**src/rtl/issue_scoreboard.sv**
```systemverilog
// Issue-stage scoreboard: pending-write bitmap, RAW/WAW/structural/capacity stalls,
// and the iterative divider sequencer. Optional macro SCOREBOARD_WB_BYPASS_EN masks RAW on same-cycle writeback.
module issue_scoreboard #(
  parameter int DIV_LAT      = 34,
  parameter int MAX_INFLIGHT = 4,
  parameter int FU_W         = 3
) (
  input  logic                              clk_i,
  input  logic                              rst_ni,
  input  logic                              issue_valid_i,
  output logic                              issue_ready_o,
  input  logic [4:0]                        rs1_i,
  input  logic [4:0]                        rs2_i,
  input  logic                              rs1_used_i,
  input  logic                              rs2_used_i,
  input  logic [4:0]                        rd_i,
  input  logic                              reg_wb_i,
  input  logic [FU_W-1:0]                   fu_sel_i,
  input  logic                              flush_i,
  input  logic                              wb_valid_i,
  input  logic [4:0]                        wb_rd_i,
  output logic                              div_start_o,
  output logic                              div_done_o,
  output logic                              div_busy_o,
  output logic [31:0]                       pending_o,
  output logic [$clog2(MAX_INFLIGHT+1)-1:0] inflight_o,
  output logic [1:0]                        hazard_o
);

  localparam int IF_W  = $clog2(MAX_INFLIGHT + 1);
  localparam int CNT_W = (DIV_LAT > 2) ? $clog2(DIV_LAT) : 1;
  localparam logic [FU_W-1:0]  FU_DIV     = FU_W'(5);
  localparam logic [CNT_W-1:0] CNT_RELOAD = CNT_W'(DIV_LAT - 2);
  localparam logic [IF_W-1:0]  IF_MAX     = IF_W'(MAX_INFLIGHT);

  typedef enum logic [1:0] {
    DIV_IDLE = 2'd0,
    DIV_BUSY = 2'd1,
    DIV_DONE = 2'd2
  } div_state_e;

  div_state_e       state_r, state_s;
  logic [CNT_W-1:0] cnt_r, cnt_s;
  logic [31:0]      pending_r, pending_s;
  logic [IF_W-1:0]  inflight_r, inflight_s;

  logic        tracked_s, byp1_s, byp2_s, raw_s, waw_s, struct_s, full_s;
  logic        stall_s, fire_s, div_fire_s, inc_s, dec_s;
  logic [31:0] set_mask_s, clr_mask_s;

  // Same-cycle writeback forwarding hides a RAW dependency on the register being written back.
`ifdef SCOREBOARD_WB_BYPASS_EN
  assign byp1_s = wb_valid_i && (wb_rd_i == rs1_i);
  assign byp2_s = wb_valid_i && (wb_rd_i == rs2_i);
`else
  assign byp1_s = 1'b0;
  assign byp2_s = 1'b0;
`endif

  assign tracked_s  = reg_wb_i && (rd_i != 5'd0);
  assign raw_s      = (rs1_used_i && pending_r[rs1_i] && !byp1_s) ||
                      (rs2_used_i && pending_r[rs2_i] && !byp2_s);
  assign waw_s      = tracked_s && pending_r[rd_i];
  assign struct_s   = (fu_sel_i == FU_DIV) && (state_r == DIV_BUSY);
  assign full_s     = tracked_s && (inflight_r == IF_MAX);
  assign stall_s    = issue_valid_i && (raw_s || waw_s || struct_s || full_s);
  assign fire_s     = issue_valid_i && !stall_s && !flush_i;
  assign div_fire_s = fire_s && (fu_sel_i == FU_DIV);
  assign inc_s      = fire_s && tracked_s;
  assign dec_s      = wb_valid_i && pending_r[wb_rd_i];
  assign set_mask_s = inc_s ? (32'd1 << rd_i) : 32'd0;
  assign clr_mask_s = dec_s ? (32'd1 << wb_rd_i) : 32'd0;

  // Handshake, hazard code and divider status decode.
  always_comb begin
    issue_ready_o = !stall_s;
    div_start_o   = div_fire_s;
    div_busy_o    = (state_r == DIV_BUSY);
    div_done_o    = (state_r == DIV_DONE);
    pending_o     = pending_r;
    inflight_o    = inflight_r;
    if (flush_i) begin
      hazard_o = 2'b11;
    end else if (stall_s) begin
      hazard_o = 2'b01;
    end else begin
      hazard_o = 2'b00;
    end
  end

  // Next pending bitmap (set beats clear, x0 forced clean) and saturating in-flight count.
  always_comb begin
    pending_s  = ((pending_r & ~clr_mask_s) | set_mask_s) & ~32'd1;
    inflight_s = inflight_r;
    if (inc_s && !dec_s && (inflight_r != IF_MAX)) begin
      inflight_s = inflight_r + IF_W'(1);
    end else if (dec_s && !inc_s && (inflight_r != IF_W'(0))) begin
      inflight_s = inflight_r - IF_W'(1);
    end else begin
      inflight_s = inflight_r;
    end
  end

  // Divider sequencer next state; a DIV accepted in DONE restarts without passing through IDLE.
  always_comb begin
    state_s = state_r;
    cnt_s   = cnt_r;
    case (state_r)
      DIV_IDLE: begin
        if (div_fire_s) begin
          state_s = DIV_BUSY;
          cnt_s   = CNT_RELOAD;
        end else begin
          state_s = DIV_IDLE;
        end
      end
      DIV_BUSY: begin
        if (cnt_r == CNT_W'(0)) begin
          state_s = DIV_DONE;
        end else begin
          cnt_s = cnt_r - CNT_W'(1);
        end
      end
      DIV_DONE: begin
        if (div_fire_s) begin
          state_s = DIV_BUSY;
          cnt_s   = CNT_RELOAD;
        end else begin
          state_s = DIV_IDLE;
        end
      end
      default: begin
        state_s = DIV_IDLE;
        cnt_s   = CNT_W'(0);
      end
    endcase
  end

  // State registers.
  always_ff @(posedge clk_i or negedge rst_ni) begin
    if (!rst_ni) begin
      state_r    <= DIV_IDLE;
      cnt_r      <= CNT_W'(0);
      pending_r  <= 32'd0;
      inflight_r <= IF_W'(0);
    end else begin
      state_r    <= state_s;
      cnt_r      <= cnt_s;
      pending_r  <= pending_s;
      inflight_r <= inflight_s;
    end
  end

endmodule

```
**config.mk**
```make
export PLATFORM = sky130hd
export DESIGN_NAME = issue_scoreboard
export DESIGN_NICKNAME = d
export VERILOG_FILES = /design/src/rtl/issue_scoreboard.sv
export SDC_FILE = /design/constraint.sdc
export NUM_CORES = 1
export LEC_CHECK = 0
export CAP_MARGIN = 20
export CORE_MARGIN = 2
export CORE_UTILIZATION = 55
export DETAILED_ROUTE_END_ITERATION = 7
export PLACE_DENSITY_LB_ADDON = 0.2
export SYNTH_ARGS = -nofsm -noshare
export SYNTH_HDL_FRONTEND = slang
export SYNTH_SLANG_ARGS = --single-unit
```
**constraint.sdc**
```tcl
create_clock -name clk_i -period 6.9 [get_ports clk_i]
set_input_delay 0.69 -clock clk_i [delete_from_list [all_inputs] [get_ports clk_i]]
set_output_delay 0.69 -clock clk_i [all_outputs]
set_load 0.01 [all_outputs]
```
[Word level (Yosys, flattened, before mapping)]
Index checks and enable logic that the tools add are counted.
Storage, ports and cells
  bits in registers: 42
  output and inout port bits: 41
  word-level logic and storage cells: 75
  input bits: 31
Cells by class
  magnitude comparators: 4
  reductions and logical operators: 31
  mux-type cells: 20
  shift-type cells: 2
  add/subtract/negate cells: 3
  eq/ne operators: 8
  bitwise operators: 3
Operators by type and width (number)
  $mux 32: 2
  $shl 1x5->32 const A: 2
  $and 32x32->32: 1
  $not 32->32: 1
  $or 32x32->32: 1
  $lt 5x6->1 const B: 4
  $bmux 1 s5: 4
  $logic_and 1x1->1: 16
  $mux 6: 2
  $pmux 6 s2: 1
  $eq 3x3->1 const B: 2
  $logic_not 6->1: 1
  $mux 1: 6
  $mux 3: 2
  $sub 6x1->6 const B: 1
  $reduce_bool 5->1: 1
  $logic_not 1->1: 4
  $logic_or 1x1->1: 4
  $mux 2: 2
  $ne 2x1->1 const B: 2
  $pmux 2 s2: 1
  $add 3x1->3 const B: 1
  $ne 3x3->1 const B: 1
  $reduce_bool 3->1: 1
  other kinds (8): 8

[Logic depth before layout (Yosys ltp)]
Gate-level depths: netlist of run 1.
  depth in word-level cells: 17
  gate-level depth with buffers: 12
  depth with buffers taken out: 10

[Worst setup path after synthesis of run 1]
Ideal clock, no wire load.
  kind: input -> register
  from: input port rs2_i[1]
  to: register inflight_r[2], in the netlist inflight_o[2]
  stages: 12
  buffers on the path: 2
  required time: 6762 ps
  slack: 3101 ps
  library setup time: 138 ps
  data arrival time: 3660 ps
  cells stage by stage: buf_2 -> mux4_2 -> mux2_2 -> a21o_1 -> a2bb2oi_1 -> a21oi_1 -> and2_1 -> buf_4 -> nand2_1 -> fa_1 -> or2_2 -> mux4_2
Between the ends
  longest elaborated chain between the ends: 16
  elaborated cells between the ends (all ways): 19
  those cells by class: mux: 3; reduce/logical: 16
RTL lines
  from (decl): RTL line 13  | input logic [4:0] rs2_i,
  $bmux 1 s5 (*): RTL line 62  | (rs2_used_i && pending_r[rs2_i] && !byp2_s);
  $mux 1 (not written as such) (*): RTL line 62
  $logic_and 1x1->1 (*): RTL line 62
  $logic_or 1x1->1 (*): RTL line 61  | assign raw_s = (rs1_used_i && pending_r[rs1_i] && !byp1_s) ||
  $logic_or 1x1->1 (*) (3 in a row): RTL line 66  | assign stall_s = issue_valid_i && (raw_s || waw_s || struct_s || full_s);
  $logic_and 1x1->1 (*): RTL line 66
  $logic_not 1->1 (*): RTL line 67  | assign fire_s = issue_valid_i && !stall_s && !flush_i;
  $logic_and 1x1->1 (*) (2 in a row): RTL line 67
  $logic_and 1x1->1 (*): RTL line 69  | assign inc_s = fire_s && tracked_s;
  $logic_not 1->1: RTL line 97  | end else if (dec_s && !inc_s && (inflight_r != IF_W'(0))) begin
  $logic_and 1x1->1 (2 in a row): RTL line 97
  $reduce_bool 2->1 (no source line)
  to (signal assigned): RTL line 150  | inflight_r <= inflight_s;
  to (decl): RTL line 45  | logic [IF_W-1:0] inflight_r, inflight_s;
Every way passes the cells marked *; elsewhere a longest branch is shown, timed or not. The select of a mux whose other input is x is not followed.
A chain may end at the register's enable or synchronous reset.

[Worst setup path in the final report of run 1]
  from: input port rd_i[2]
  to: output port div_start_o
Between the ends
  longest elaborated chain between the ends: 11
  elaborated cells between the ends (all ways): 14
  those cells by class: mux: 2; reduce/logical: 12
RTL lines
  from (decl): RTL line 16  | input logic [4:0] rd_i,
  $bmux 1 s5 / $reduce_bool 5->1 (equally long branches): RTL line 63, 60
  $mux 1 (not written as such) / $logic_and 1x1->1 (equally long branches): RTL line 63, 60
  $logic_and 1x1->1: RTL line 63  | assign waw_s = tracked_s && pending_r[rd_i];
  $logic_or 1x1->1 (2 in a row): RTL line 66
  $logic_or 1x1->1 (*): RTL line 66
  $logic_and 1x1->1 (*): RTL line 66
  $logic_not 1->1 (*): RTL line 67
  $logic_and 1x1->1 (*) (2 in a row): RTL line 67
  $logic_and 1x1->1 (*): RTL line 68  | assign div_fire_s = fire_s && (fu_sel_i == FU_DIV);
  to (decl): RTL line 22  | output logic div_start_o,
Marked as above.

==> metrics.txt, run 1 <==
# TYPE chip_impl_metric gauge
chip_impl_metric{name="cts-htree-levels",unit=""} 2
chip_impl_metric{name="synth_cells",unit=""} 318
chip_impl_metric{name="final-hold-violation-count",unit=""} 0
chip_impl_info{name="critical-path-slowest-cell",value="clkdlybuf4s50_1"} 1
chip_impl_info{name="worstHoldPathType",value="flop to flop"} 1
chip_impl_metric{name="starting_utilization_of_the_core_area",unit="%"} 57.5
chip_impl_metric{name="vias",unit=""} 3051
chip_impl_metric{name="dieArea",unit="um^2"} 6460
chip_impl_metric{name="die_y",unit="um"} 80.3
chip_impl_info{name="most_used_flip_flop_cell_after_synthesis",value="dfrtp_1"} 1
chip_impl_metric{name="synth_fa_ha_area_share",unit="%"} 1.01
chip_impl_metric{name="antenna_left",unit=""} 0
chip_impl_metric{name="clock_latency",unit="ps"} 300
chip_impl_metric{name="num_rows",unit=""} 27
chip_impl_metric{name="multi_input_comb_area",unit="um^2"} 2000
chip_impl_metric{name="yosys-mux-area-fraction",unit="%"} 24.5
chip_impl_info{name="worstSetupEndpointType",value="primary output"} 1
chip_impl_metric{name="num-nets-final",unit=""} 406
chip_impl_metric{name="postSynthRegisterBits",unit=""} 42
chip_impl_metric{name="maximum_number_of_pins_on_one_net_before_global_route_repair",unit=""} 43
chip_impl_metric{name="maxSlewViolCount",unit=""} 0
chip_impl_metric{name="fraction_of_final_layout_cells_sized_beyond_drive_strength_1",unit="%"} 13.1
chip_impl_metric{name="cp.required",unit="ps"} 6210
chip_impl_metric{name="cts_hold_buffers",unit=""} 0
chip_impl_metric{name="globalRouteTotalUtil",unit="%"} 31.0
chip_impl_info{name="critPathKind",value="primary input to primary output"} 1
chip_impl_metric{name="grt_pass1_vias",unit=""} 2908
chip_impl_metric{name="layout_skew",unit="ps"} 7.07
chip_impl_metric{name="synth_edf_count",unit=""} 0
chip_impl_metric{name="tightestPinTransition",unit="ps"} 949
chip_impl_metric{name="timing.final.crit_share",unit="%"} 68.7
chip_impl_metric{name="synth_compound_area_share",unit="%"} 18.2
chip_impl_metric{name="seqCellArea",unit="um^2"} 1050
chip_impl_metric{name="die_width",unit="um"} 80.3
chip_impl_metric{name="power.ir.vdd_worst",unit="V"} 0.000215
chip_impl_metric{name="timing.final.ws_setup",unit="ps"} 2160
chip_impl_metric{name="globalRouteMet1Util",unit="%"} 42.4
chip_impl_metric{name="fillCellCount",unit=""} 431
chip_impl_metric{name="post_synth_and_or_nand_nor_area_fraction",unit="%"} 17.3
chip_impl_metric{name="timing.max_cap.violations",unit=""} 0
chip_impl_metric{name="wirelength",unit="mm"} 9.56
chip_impl_metric{name="grt_util_met3",unit="%"} 7.30
chip_impl_metric{name="finalSetupTns",unit="ps"} 0
chip_impl_metric{name="place_ws",unit="ps"} 2020
chip_impl_metric{name="post-dp-hpwl",unit="mm"} 7.04
chip_impl_metric{name="worst-path-max-fanout",unit=""} 18
chip_impl_info{name="crit_path_cell_trace",value="clkdlybuf4s50_1 > mux4_2 > nor2b_1 > a2111oi_0 > a311oi_1 > a21oi_4 > and3_1 > clkdlybuf4s50_1"} 1
chip_impl_metric{name="tritoncts_num_sinks",unit=""} 42
chip_impl_metric{name="global_route.overflow_total",unit=""} 0
chip_impl_metric{name="drt_drc_violations_left",unit=""} 0
chip_impl_metric{name="placed_area",unit="um^2"} 3880
chip_impl_metric{name="fin_area",unit="um^2"} 3980
chip_impl_info{name="cp-start-kind",value="primary input"} 1
chip_impl_metric{name="slew-limit-headroom",unit="%"} 36.7
chip_impl_metric{name="drt-vias-per-instance",unit=""} 6.84
chip_impl_metric{name="maximum_cell_stage_delay_along_the_critical_path",unit="ps"} 930
chip_impl_metric{name="clock_tree.buffer_depth",unit=""} 2
chip_impl_metric{name="static_leakage",unit="uW"} 0.00158
chip_impl_metric{name="clkSlewWorstSetupHoldPaths",unit="ps"} 80
chip_impl_info{name="synth_top_cells_by_area",value="dfrtp_1 33%, mux4_2 19%, o21ai_1 4.7%"} 1
chip_impl_metric{name="dr.first_iter.drc_count",unit=""} 374
chip_impl_info{name="cts-root-buf",value="clkbuf_8"} 1
chip_impl_info{name="result_of_the_run",value="complete, no violations"} 1
chip_impl_metric{name="synthesis.area_per_instance",unit="um^2"} 10.1
chip_impl_metric{name="antennaDiodeCount",unit=""} 0
chip_impl_info{name="grt_busiest_layer",value="met2"} 1
chip_impl_metric{name="finalSetupViolations",unit=""} 0
chip_impl_metric{name="fin_worst_hold_slack",unit="ps"} 495
chip_impl_metric{name="critical_path.n_buffers_inverters",unit=""} 2
chip_impl_info{name="most_prevalent_standard_cell_on_the_critical_path",value="clkdlybuf4s50_1"} 1
chip_impl_metric{name="yosys.area.top_type_share",unit="%"} 32.8
chip_impl_info{name="largest_family_of_logic_cells_by_synthesized_area",value="multiplexers"} 1
chip_impl_metric{name="yosysWarningCount",unit=""} 0
chip_impl_metric{name="synthDistinctLibCells",unit=""} 56
chip_impl_metric{name="area.growth.synth_to_final",unit="%"} 24.3
chip_impl_metric{name="postCtsResizedCells",unit=""} 0
chip_impl_metric{name="syn_area",unit="um^2"} 3210
chip_impl_metric{name="fp.coreArea",unit="um^2"} 5570
chip_impl_metric{name="postSynth.asyncResetShare",unit="%"} 100
chip_impl_info{name="cts_tree",value="built"} 1
chip_impl_info{name="yosys.area.top_type",value="dfrtp_1"} 1
chip_impl_metric{name="grt_antenna_before_repair",unit=""} 0
chip_impl_info{name="cp_top_family",value="buffers and inverters"} 1
chip_impl_metric{name="timing.fmax",unit="GHz"} 0.211
chip_impl_metric{name="drt_pre_antenna_iters",unit=""} 5
chip_impl_metric{name="power.density",unit="nW/um^2"} 190
chip_impl_metric{name="global_route_wire_length_before_repair",unit="mm"} 14.9
chip_impl_metric{name="crit_arrival",unit="ps"} 4050
chip_impl_metric{name="post_drt_wl_per_cell",unit="um"} 21.4
chip_impl_metric{name="placement.io_buffers",unit=""} 70
chip_impl_info{name="rsz_0062_raised_after_global_routing",value="false"} 1
chip_impl_metric{name="grt_util_met2",unit="%"} 48.8
chip_impl_metric{name="tritoncts.num_buffers",unit=""} 5
chip_impl_metric{name="gp_congestion",unit=""} 0.919
chip_impl_metric{name="ioPinCount",unit=""} 72
chip_impl_metric{name="post_cts_buffers",unit=""} 0
chip_impl_metric{name="yosysSeqAreaShare",unit="%"} 32.8
chip_impl_metric{name="period_needed",unit="ps"} 4740
chip_impl_metric{name="syn_nets",unit=""} 351
chip_impl_metric{name="synth_xor_area_share",unit="%"} 1.25
-- kinds of logic (layout without fill, tap and decap cells) --
| group | after synthesis | in the layout |
|---|---|---|
| DFF | 42 | 42 |
| xor gates and xnor gates | 3 | 3 |
| muxes | 44 | 44 |
| buffers and inverters | 35 | 91 |
| and+or+nand+nor | 98 | 98 |
| other | 1 | 1 |
| AOI/OAI and AO/OA | 93 | 93 |
| adders and majority gates | 2 | 2 |
-- area by class of cell --
| class | instances | share of cell area (%) |
|---|---|---|
| clock buffer | 6 | 2.07 |
| clock inverter | 2 | 0.408 |
| inverter | 13 | 1.22 |
| multi-input combinational | 241 | 50.2 |
| sequential | 42 | 26.4 |
| tap | 72 | 2.26 |
| timing repair buffer | 70 | 17.5 |
-- power breakdown --
group	internal [uW]	switching, uW	total [uW]
Sequential	272	49.3	321
Combinational	147	120	266
Clock	82.3	88.7	171
Total	501	258	758
-- cell usage after synthesis (all sizes together), types with 2 or more instances --
| cell | n |
|---|---|
| o21ai | 57 |
| dfrtp | 42 |
| mux4 | 27 |
| nand2 | 18 |
| nor2 | 14 |
| inv | 13 |
| buf | 12 |
| nor2b | 12 |
| mux2i | 11 |
| nand2b | 11 |
| clkbuf | 10 |
| nand3 | 9 |
| mux2 | 6 |
| nand3b | 6 |
| nor3 | 5 |
| a21oi | 4 |
| a22o | 4 |
| and2 | 4 |
| or2 | 4 |
| a211oi | 3 |
| a21o | 3 |
| a221oi | 3 |
| nand4b | 3 |
| nor4b | 3 |
| a2111oi | 2 |
| a22oi | 2 |
| a311oi | 2 |
| a32o | 2 |
| nand4 | 2 |
| o22ai | 2 |
| o2bb2ai | 2 |
| or3 | 2 |
| or4 | 2 |
| xnor2 | 2 |
-- state kept, by name, summed over array words and instances (netlist names) --
| signal | cells |
|---|---|
| inflight_o | 3 |
| state_r | 2 |
| pending_o | 31 |
| cnt_r | 6 |
-- per-layer routing --
metal	vias to the layer above	part of all wire, %
li1	1323	-
met2	188	48
met4	0	1.8
met3	13	9.8
met1	1527	40
met5	-	0
-- layout by cell type, fill, tap and decap left out, types with 4 or more instances in the layout --
master           count
clkbuf_8             6
inv_1               12
mux4_2              27
nor3_1               5
o21ai_1             30
nand2b_1            11
mux2i_1             11
mux2_2               6
a22o_1               4
clkdlybuf4s50_1     69
nor2_1              14
nor2b_1             12
and2_1               4
nand3b_1             6
o21ai_0             27
nand3_1              9
dfrtp_1             42
nand2_1             17
-- worst paths after layout --
kind	startpoint	endpoint	slack (ps)	cells after the start
max in group asynchronous	rst_ni	pending_o[1]$_DFF_PN0_	5780	1
worst max register to register	pending_o[22]$_DFF_PN0_	inflight_o[2]$_DFFE_PN0P_	3160	10
worst min register to register	state_r[1]$_DFFE_PN0P_	cnt_r[5]$_DFFE_PN0P_	500	1
worst max-delay path	rd_i[2]	div_start_o	2160	8
min in group asynchronous	rst_ni	inflight_o[0]$_DFFE_PN0P_	530	1
worst min-delay path	state_r[1]$_DFFE_PN0P_	cnt_r[5]$_DFFE_PN0P_	500	1
-- metrics by stage --
stage	instances	util, %	total power, uW
floorplan	318	-	464
global placement	438	69.7	579
detailed placement	438	69.7	585
CTS	446	71.5	756
global route	446	71.5	794
finish	446	71.5	758
Note: power is estimated with default switching activity, not from simulation.
==> inputs of run 2 (changes only) <==
--- a/config.mk
+++ b/config.mk
@@ -7,7 +7,7 @@
 export LEC_CHECK = 0
 export CAP_MARGIN = 20
 export CORE_MARGIN = 2
-export CORE_UTILIZATION = 55
+export CORE_UTILIZATION = 51
 export DETAILED_ROUTE_END_ITERATION = 7
 export PLACE_DENSITY_LB_ADDON = 0.2
 export SYNTH_ARGS = -nofsm -noshare
==> constraint.sdc (replaced) <==
create_clock -name clk_i -period 4.7 [get_ports clk_i]
set_input_delay 0.47 -clock clk_i [delete_from_list [all_inputs] [get_ports clk_i]]
set_output_delay 0.47 -clock clk_i [all_outputs]
set_load 0.01 [all_outputs]
==> run 2 against run 1 <==
Sequential cell count unchanged. Sequential share of layout area down 0.44 points. Combinational power grew 47%. Sequential power rose by 47%. Utilization fell by 3.8 points. Power up 52%. Register-to-register slack worse by 2000 ps. Design area rose by 1.7%. Die area up 7.4%. Highest routed layer unchanged.
==> metrics.txt, run 2 (synthesis results as in run 1) <==
# TYPE chip_impl_metric gauge
chip_impl_metric{name="timing.max_cap.violations",unit=""} 0
chip_impl_info{name="layout.cells.most_common",value="clkdlybuf4s50_1"} 1
chip_impl_info{name="cts_tree",value="built"} 1
chip_impl_metric{name="dr.first_iter.drc_count",unit=""} 380
chip_impl_metric{name="fin_area",unit="um^2"} 4050
chip_impl_metric{name="grt_pass1_vias",unit=""} 3003
chip_impl_metric{name="ioPinCount",unit=""} 72
chip_impl_metric{name="global_route_wire_length_before_repair",unit="mm"} 15.8
chip_impl_metric{name="finalSetupViolations",unit=""} 0
chip_impl_metric{name="num_rows",unit=""} 28
chip_impl_metric{name="post_cts_buffers",unit=""} 0
chip_impl_metric{name="postCtsResizedCells",unit=""} 0
chip_impl_metric{name="clkSlewWorstSetupHoldPaths",unit="ps"} 80
chip_impl_metric{name="cts-htree-levels",unit=""} 2
chip_impl_metric{name="num-nets-final",unit=""} 413
chip_impl_metric{name="finalSetupTns",unit="ps"} 0
chip_impl_metric{name="cts_hold_buffers",unit=""} 0
chip_impl_metric{name="timing.fmax",unit="GHz"} 0.246
chip_impl_metric{name="global_route.overflow_total",unit=""} 0
chip_impl_metric{name="p_sw_share",unit="%"} 32.8
chip_impl_metric{name="static_leakage",unit="uW"} 0.00161
chip_impl_metric{name="antennaDiodeCount",unit=""} 0
chip_impl_metric{name="tritoncts.num_buffers",unit=""} 5
chip_impl_metric{name="clock_tree.buffer_depth",unit=""} 2
chip_impl_metric{name="drt_pre_antenna_iters",unit=""} 5
chip_impl_metric{name="drt_drc_violations_left",unit=""} 0
chip_impl_metric{name="fp.coreArea",unit="um^2"} 5990
chip_impl_info{name="rsz_0062_raised_after_global_routing",value="false"} 1
chip_impl_metric{name="cp.required",unit="ps"} 4230
chip_impl_info{name="worstSetupEndpointType",value="primary output"} 1
chip_impl_metric{name="power_switching",unit="uW"} 378
chip_impl_metric{name="share_of_total_power_in_sequential_cells",unit="%"} 40.9
chip_impl_metric{name="cellInternalPower",unit="uW"} 776
chip_impl_metric{name="globalRouteTotalUtil",unit="%"} 28.8
chip_impl_metric{name="tightestPinTransition",unit="ps"} 947
chip_impl_metric{name="post-dp-hpwl",unit="mm"} 7.23
chip_impl_metric{name="power.ir.vdd_worst",unit="V"} 0.000338
chip_impl_metric{name="crit_arrival",unit="ps"} 3600
chip_impl_metric{name="vias",unit=""} 3064
chip_impl_metric{name="post_drt_wl_per_cell",unit="um"} 21.6
chip_impl_metric{name="grt_antenna_before_repair",unit=""} 0
chip_impl_metric{name="period_needed",unit="ps"} 4070
chip_impl_metric{name="gp_congestion",unit=""} 0.920
chip_impl_info{name="cp_top_family",value="buffers and inverters"} 1
chip_impl_metric{name="timing.final.crit_share",unit="%"} 86.7
chip_impl_metric{name="largest_register_ff_count",unit=""} 31
chip_impl_metric{name="starting_utilization_of_the_core_area",unit="%"} 53.5
chip_impl_info{name="most_prevalent_standard_cell_on_the_critical_path",value="clkdlybuf4s50_1"} 1
chip_impl_metric{name="placed_area",unit="um^2"} 3940
chip_impl_info{name="critical-path-slowest-cell",value="clkdlybuf4s50_1"} 1
chip_impl_metric{name="final-hold-violation-count",unit=""} 0
chip_impl_info{name="most-common-layout-cells",value="69 x clkdlybuf4s50_1, 42 x dfrtp_1, 30 x o21ai_1"} 1
chip_impl_metric{name="dieArea",unit="um^2"} 6940
chip_impl_metric{name="antenna_left",unit=""} 0
chip_impl_info{name="result_of_the_run",value="complete, no violations"} 1
chip_impl_metric{name="die_y",unit="um"} 83.3
chip_impl_metric{name="clock_power_share",unit="%"} 25.1
chip_impl_metric{name="total_power",unit="uW"} 1150
chip_impl_metric{name="placement.io_buffers",unit=""} 70
chip_impl_metric{name="power.density",unit="nW/um^2"} 285
chip_impl_metric{name="maxSlewViolCount",unit=""} 0
chip_impl_metric{name="layout_skew",unit="ps"} 2.59
chip_impl_metric{name="tritoncts_num_sinks",unit=""} 42
chip_impl_metric{name="die_width",unit="um"} 83.3
chip_impl_metric{name="slew-limit-headroom",unit="%"} 36.9
chip_impl_metric{name="pwr-share-comb",unit="%"} 33.9
chip_impl_info{name="cp-start-kind",value="primary input"} 1
chip_impl_info{name="worstHoldPathType",value="primary input to asynchronous set/reset pin"} 1
chip_impl_metric{name="clock_latency",unit="ps"} 300
chip_impl_info{name="crit_path_cell_trace",value="clkdlybuf4s50_1 > mux4_2 > nor2b_1 > a2111oi_0 > a311oi_1 > a21oi_4 > and3_1 > clkdlybuf4s50_1"} 1
chip_impl_metric{name="worst-path-max-fanout",unit=""} 7
chip_impl_info{name="cts-root-buf",value="clkbuf_8"} 1
chip_impl_metric{name="maximum_number_of_pins_on_one_net_before_global_route_repair",unit=""} 43
chip_impl_metric{name="area.growth.synth_to_final",unit="%"} 26.4
chip_impl_metric{name="critical_path.n_buffers_inverters",unit=""} 2
chip_impl_metric{name="maximum_cell_stage_delay_along_the_critical_path",unit="ps"} 640
chip_impl_metric{name="drt-vias-per-instance",unit=""} 6.72
chip_impl_metric{name="fraction_of_final_layout_cells_sized_beyond_drive_strength_1",unit="%"} 14.4
chip_impl_metric{name="wirelength",unit="mm"} 9.83
chip_impl_info{name="critPathKind",value="primary input to primary output"} 1
==> run 2: cell types whose count changed in the layout (fill, tap and decap cells not counted) <==
cell       before  now
clkbuf_1        0    1
bufinv_16       0    1
inv_6           1    0
clkbuf_8        6    5
buf_4           0    7
==> run 2: final timing paths <==
check	startpoint	endpoint	slack [ps]	cells past startpoint
setup / recovery	rd_i[2]	div_start_o	630	8
hold reg to reg	state_r[1]$_DFFE_PN0P_	cnt_r[5]$_DFFE_PN0P_	480	1
hold / removal	rst_ni	pending_o[31]$_DFF_PN0_	310	1
max in group asynchronous	rst_ni	cnt_r[3]$_DFFE_PN0P_	3800	1
min in group clk_i	state_r[1]$_DFFE_PN0P_	cnt_r[5]$_DFFE_PN0P_	480	1
setup reg to reg	pending_o[8]$_DFF_PN0_	inflight_o[2]$_DFFE_PN0P_	1160	10
==> run 2: per-layer routing <==
metal	up-vias	track usage [%]	part of all wire (%)
met1	1502	42.1	43
met2	202	41.7	44
met3	23	6.46	11
met5	-	0	0
met4	0	10.9	2.4
li1	1337	-	-
==> run 2: worst reg2reg max path, stage by stage (launching register included) <==
cell	delay, ps
dfrtp_1	490
mux4_2	480
nor2b_1	140
a2111oi_0	480
a311oi_1	170
a21oi_4	220
and2_1	180
nand2_1	90
fa_1	420
or2_2	300
mux4_2	450
==> run 2: power by group through the flow <==
stage          Combinational [uW]  Clock [uW]  Sequential [uW]
6_report                      391         290              472
5_1_grt                       427         305              476
4_1_cts                       392         290              468
3_5_place_dp                  389           0              475
3_3_place_gp                  381           0              473
2_1_floorplan                 216           0              465
==> run 2: final cells by class <==
cell class	count	area (um^2)
Clock inverter	2	37.5
Fill cell	471	1940
Multi-Input combinational cell	241	2000
Timing Repair Buffer	77	748
Tap cell	75	93.8
Clock buffer	6	72.6
Sequential cell	42	1050
Inverter	13	48.8
==> run 2: through the flow <==
stage               cells  setup slack, ps  hold slack (ps)  utilization, %
floorplan             318             1120              174               -
global placement      448              508              463            65.8
detailed placement    448              493              470            65.8
CTS                   456              649              342            67.6
global route          456              471              377            67.6
finish                456              627              312            67.6
==> inputs of run 3 (changes only) <==
--- a/config.mk
+++ b/config.mk
@@ -8,7 +8,9 @@
 export CAP_MARGIN = 20
 export CORE_MARGIN = 2
 export CORE_UTILIZATION = 51
+export CTS_CLUSTER_DIAMETER = 100
 export DETAILED_ROUTE_END_ITERATION = 7
+export GPL_TIMING_DRIVEN = 0
 export PLACE_DENSITY_LB_ADDON = 0.2
 export SYNTH_ARGS = -nofsm -noshare
 export SYNTH_HDL_FRONTEND = slang
==> run 3 against run 2 <==
Clock power rose by 18%. Non-clock buffer count increased by 9. Clock skew rose by 3.9 ps. Wire length down 0.40%. Sequential share of layout area decreased by 0.20 points. Register-to-register slack got worse by 140 ps.
==> metrics.txt, run 3 (synthesis results as in run 1) <==
# TYPE chip_impl_metric gauge
chip_impl_info{name="result_of_the_run",value="complete, no violations"} 1
chip_impl_metric{name="globalRouteTotalUtil",unit="%"} 28.7
chip_impl_metric{name="power.density",unit="nW/um^2"} 296
chip_impl_metric{name="ioPinCount",unit=""} 72
chip_impl_metric{name="tritoncts.num_buffers",unit=""} 5
chip_impl_metric{name="layout_skew",unit="ps"} 6.53
chip_impl_info{name="rr_endpoint",value="inflight_o[2]$_DFFE_PN0P_"} 1
chip_impl_metric{name="drt_drc_violations_left",unit=""} 0
chip_impl_metric{name="wirelength",unit="mm"} 9.79
chip_impl_metric{name="num_rows",unit=""} 28
chip_impl_metric{name="dieArea",unit="um^2"} 6940
chip_impl_metric{name="post_drt_wl_per_cell",unit="um"} 21.1
chip_impl_metric{name="period_needed",unit="ps"} 4120
chip_impl_metric{name="starting_utilization_of_the_core_area",unit="%"} 53.5
chip_impl_metric{name="placement.io_buffers",unit=""} 62
chip_impl_metric{name="finalSetupViolations",unit=""} 0
chip_impl_metric{name="crit_arrival",unit="ps"} 4290
chip_impl_info{name="layout.cells.most_common",value="clkdlybuf4s50_1"} 1
chip_impl_metric{name="die_width",unit="um"} 83.3
chip_impl_metric{name="antenna_left",unit=""} 0
chip_impl_metric{name="drt-vias-per-instance",unit=""} 6.66
chip_impl_metric{name="area.growth.synth_to_final",unit="%"} 27.4
chip_impl_info{name="cp-start-kind",value="primary input"} 1
chip_impl_info{name="worstSetupEndpointType",value="flop"} 1
chip_impl_metric{name="post-dp-hpwl",unit="mm"} 7.14
chip_impl_metric{name="gp_congestion",unit=""} 0.909
chip_impl_metric{name="fp.coreArea",unit="um^2"} 5990
chip_impl_metric{name="antennaDiodeCount",unit=""} 0
chip_impl_info{name="cts-root-buf",value="clkbuf_8"} 1
chip_impl_metric{name="final-hold-violation-count",unit=""} 0
chip_impl_metric{name="cp.required",unit="ps"} 4870
chip_impl_metric{name="slew-limit-headroom",unit="%"} 32.5
chip_impl_metric{name="tritoncts_num_sinks",unit=""} 42
chip_impl_metric{name="setup.reg_to_reg.worst_slack",unit="ps"} 1020
chip_impl_metric{name="num-nets-final",unit=""} 422
chip_impl_info{name="cts_tree",value="built"} 1
chip_impl_metric{name="worst-r2r-cell-count",unit=""} 11
chip_impl_metric{name="dr.first_iter.drc_count",unit=""} 284
chip_impl_metric{name="fraction_of_final_layout_cells_sized_beyond_drive_strength_1",unit="%"} 15.6
chip_impl_metric{name="global_route.overflow_total",unit=""} 0
chip_impl_info{name="rsz_0062_raised_after_global_routing",value="false"} 1
chip_impl_metric{name="tightestPinTransition",unit="ps"} 998
chip_impl_info{name="crit-reg2reg-launch",value="pending_o[14]$_DFF_PN0_"} 1
chip_impl_metric{name="die_y",unit="um"} 83.3
chip_impl_metric{name="dp_cells",unit=""} 456
chip_impl_metric{name="global_route_wire_length_before_repair",unit="mm"} 16.0
chip_impl_metric{name="worst-path-max-fanout",unit=""} 10
chip_impl_metric{name="static_leakage",unit="uW"} 0.00164
chip_impl_metric{name="clock_tree.buffer_depth",unit=""} 2
chip_impl_metric{name="min_delay_path_depth",unit=""} 1
chip_impl_metric{name="cts-htree-levels",unit=""} 2
chip_impl_metric{name="maximum_number_of_pins_on_one_net_before_global_route_repair",unit=""} 38
chip_impl_metric{name="timing.final.crit_share",unit="%"} 87.6
chip_impl_info{name="most-common-layout-cells",value="61 x clkdlybuf4s50_1, 42 x dfrtp_1, 30 x o21ai_1"} 1
chip_impl_metric{name="drt_pre_antenna_iters",unit=""} 5
chip_impl_metric{name="timing.max_cap.violations",unit=""} 0
chip_impl_metric{name="maxSlewViolCount",unit=""} 0
chip_impl_metric{name="grt_antenna_before_repair",unit=""} 0
chip_impl_metric{name="clkSlewWorstSetupHoldPaths",unit="ps"} 80
chip_impl_metric{name="power.ir.vdd_worst",unit="V"} 0.000244
chip_impl_info{name="critPathKind",value="primary input to flop"} 1
chip_impl_metric{name="clock_latency",unit="ps"} 300
chip_impl_metric{name="post_cts_buffers",unit=""} 0
chip_impl_metric{name="instances_no_fill",unit=""} 465
chip_impl_metric{name="vias",unit=""} 3099
chip_impl_metric{name="timing.fmax",unit="GHz"} 0.243
chip_impl_metric{name="finalSetupTns",unit="ps"} 0
chip_impl_metric{name="grt_pass1_vias",unit=""} 3118
chip_impl_metric{name="largest_register_ff_count",unit=""} 31
chip_impl_info{name="min_to",value="cnt_r[5]$_DFFE_PN0P_"} 1
chip_impl_info{name="worstHoldPathType",value="flop to flop"} 1
chip_impl_info{name="timing.hold.worst.start",value="state_r[1]$_DFFE_PN0P_"} 1
run 3: changes by cell type in the layout (fill, tap and decap cells not counted), sizes merged:
| cell | delta |
|---|---|
| clkbuf | +9 |
| clkdlybuf4s50 | -8 |
| buf | +6 |
| bufinv | +1 |
| clkinv | +1 |
| clkinvlp | -1 |
| dlygate4sd3 | +1 |
run 3: layout make-up:
type                            count  area [um^2]
Buffer                             22          106
Clock buffer                        5         68.8
Clock inverter                      3         68.8
Fill cell                         478         1910
Inverter                           13         48.8
Multi-Input combinational cell    241         2000
Sequential cell                    42         1050
Tap cell                           75         93.8
Timing Repair Buffer               64          646
run 3: stage by stage:
stage | hold slack, ps | worst slack (ps) | util, % | power, uW | area, um^2
floorplan | 174 | 1120 | - | 681 | 3210
global placement | 463 | 381 | 65.4 | 849 | 3920
detailed placement | 307 | 320 | 65.7 | 861 | 3940
CTS | 483 | 613 | 68.1 | 1200 | 4080
global route | 511 | 409 | 68.1 | 1260 | 4080
finish | 480 | 583 | 68.1 | 1210 | 4080
run 3: worst max path at each step:
stage              from                         to  slack (ps)
4_1_cts         rd_i[1]  inflight_o[2]$_DFFE_PN0P_         610
5_1_grt         rd_i[1]  inflight_o[2]$_DFFE_PN0P_         410
6_report        rd_i[1]  inflight_o[2]$_DFFE_PN0P_         580
3_3_place_gp    rd_i[1]  inflight_o[2]$_DFFE_PN0P_         380
3_5_place_dp    rd_i[1]  inflight_o[2]$_DFFE_PN0P_         320
2_1_floorplan  rs2_i[1]  inflight_o[2]$_DFFE_PN0P_        1120
run 3: worst max-delay path, stage by stage:
cell and delay [ps]:
clkdlybuf4s50_1 630, buf_2 330, mux4_2 550, mux2i_1 240
o2111ai_1 210, a21oi_4 270, and2_1 150, buf_4 170
nand2_1 80, fa_1 430, or2_2 300, mux4_2 440
run 3: routing by layer:
layer	part of all wire, %	wire length [um]	up-vias	track usage (%)
li1	-	-	1357	-
met1	40	3910	1513	38.8
met2	46	4550	209	44.8
met3	12	1140	20	9.34
met4	1.9	186	0	7.45
met5	0	0	-	0
run 3: report_power, final:
part	total, uW	switching, uW	leakage, uW	internal [uW]
sequential	473	74.3	0.000575	399
combinational	393	176	0.000998	217
clock	342	129	0.0000683	213
total	1210	379	0.00164	829
run 3: timing repair:
item                                    4_1_cts  5_1_grt
endpoints found under the hold margin         5        0
endpoints found under the setup margin        0        0
hold buffers                                  1        0
resized for setup                             0        0
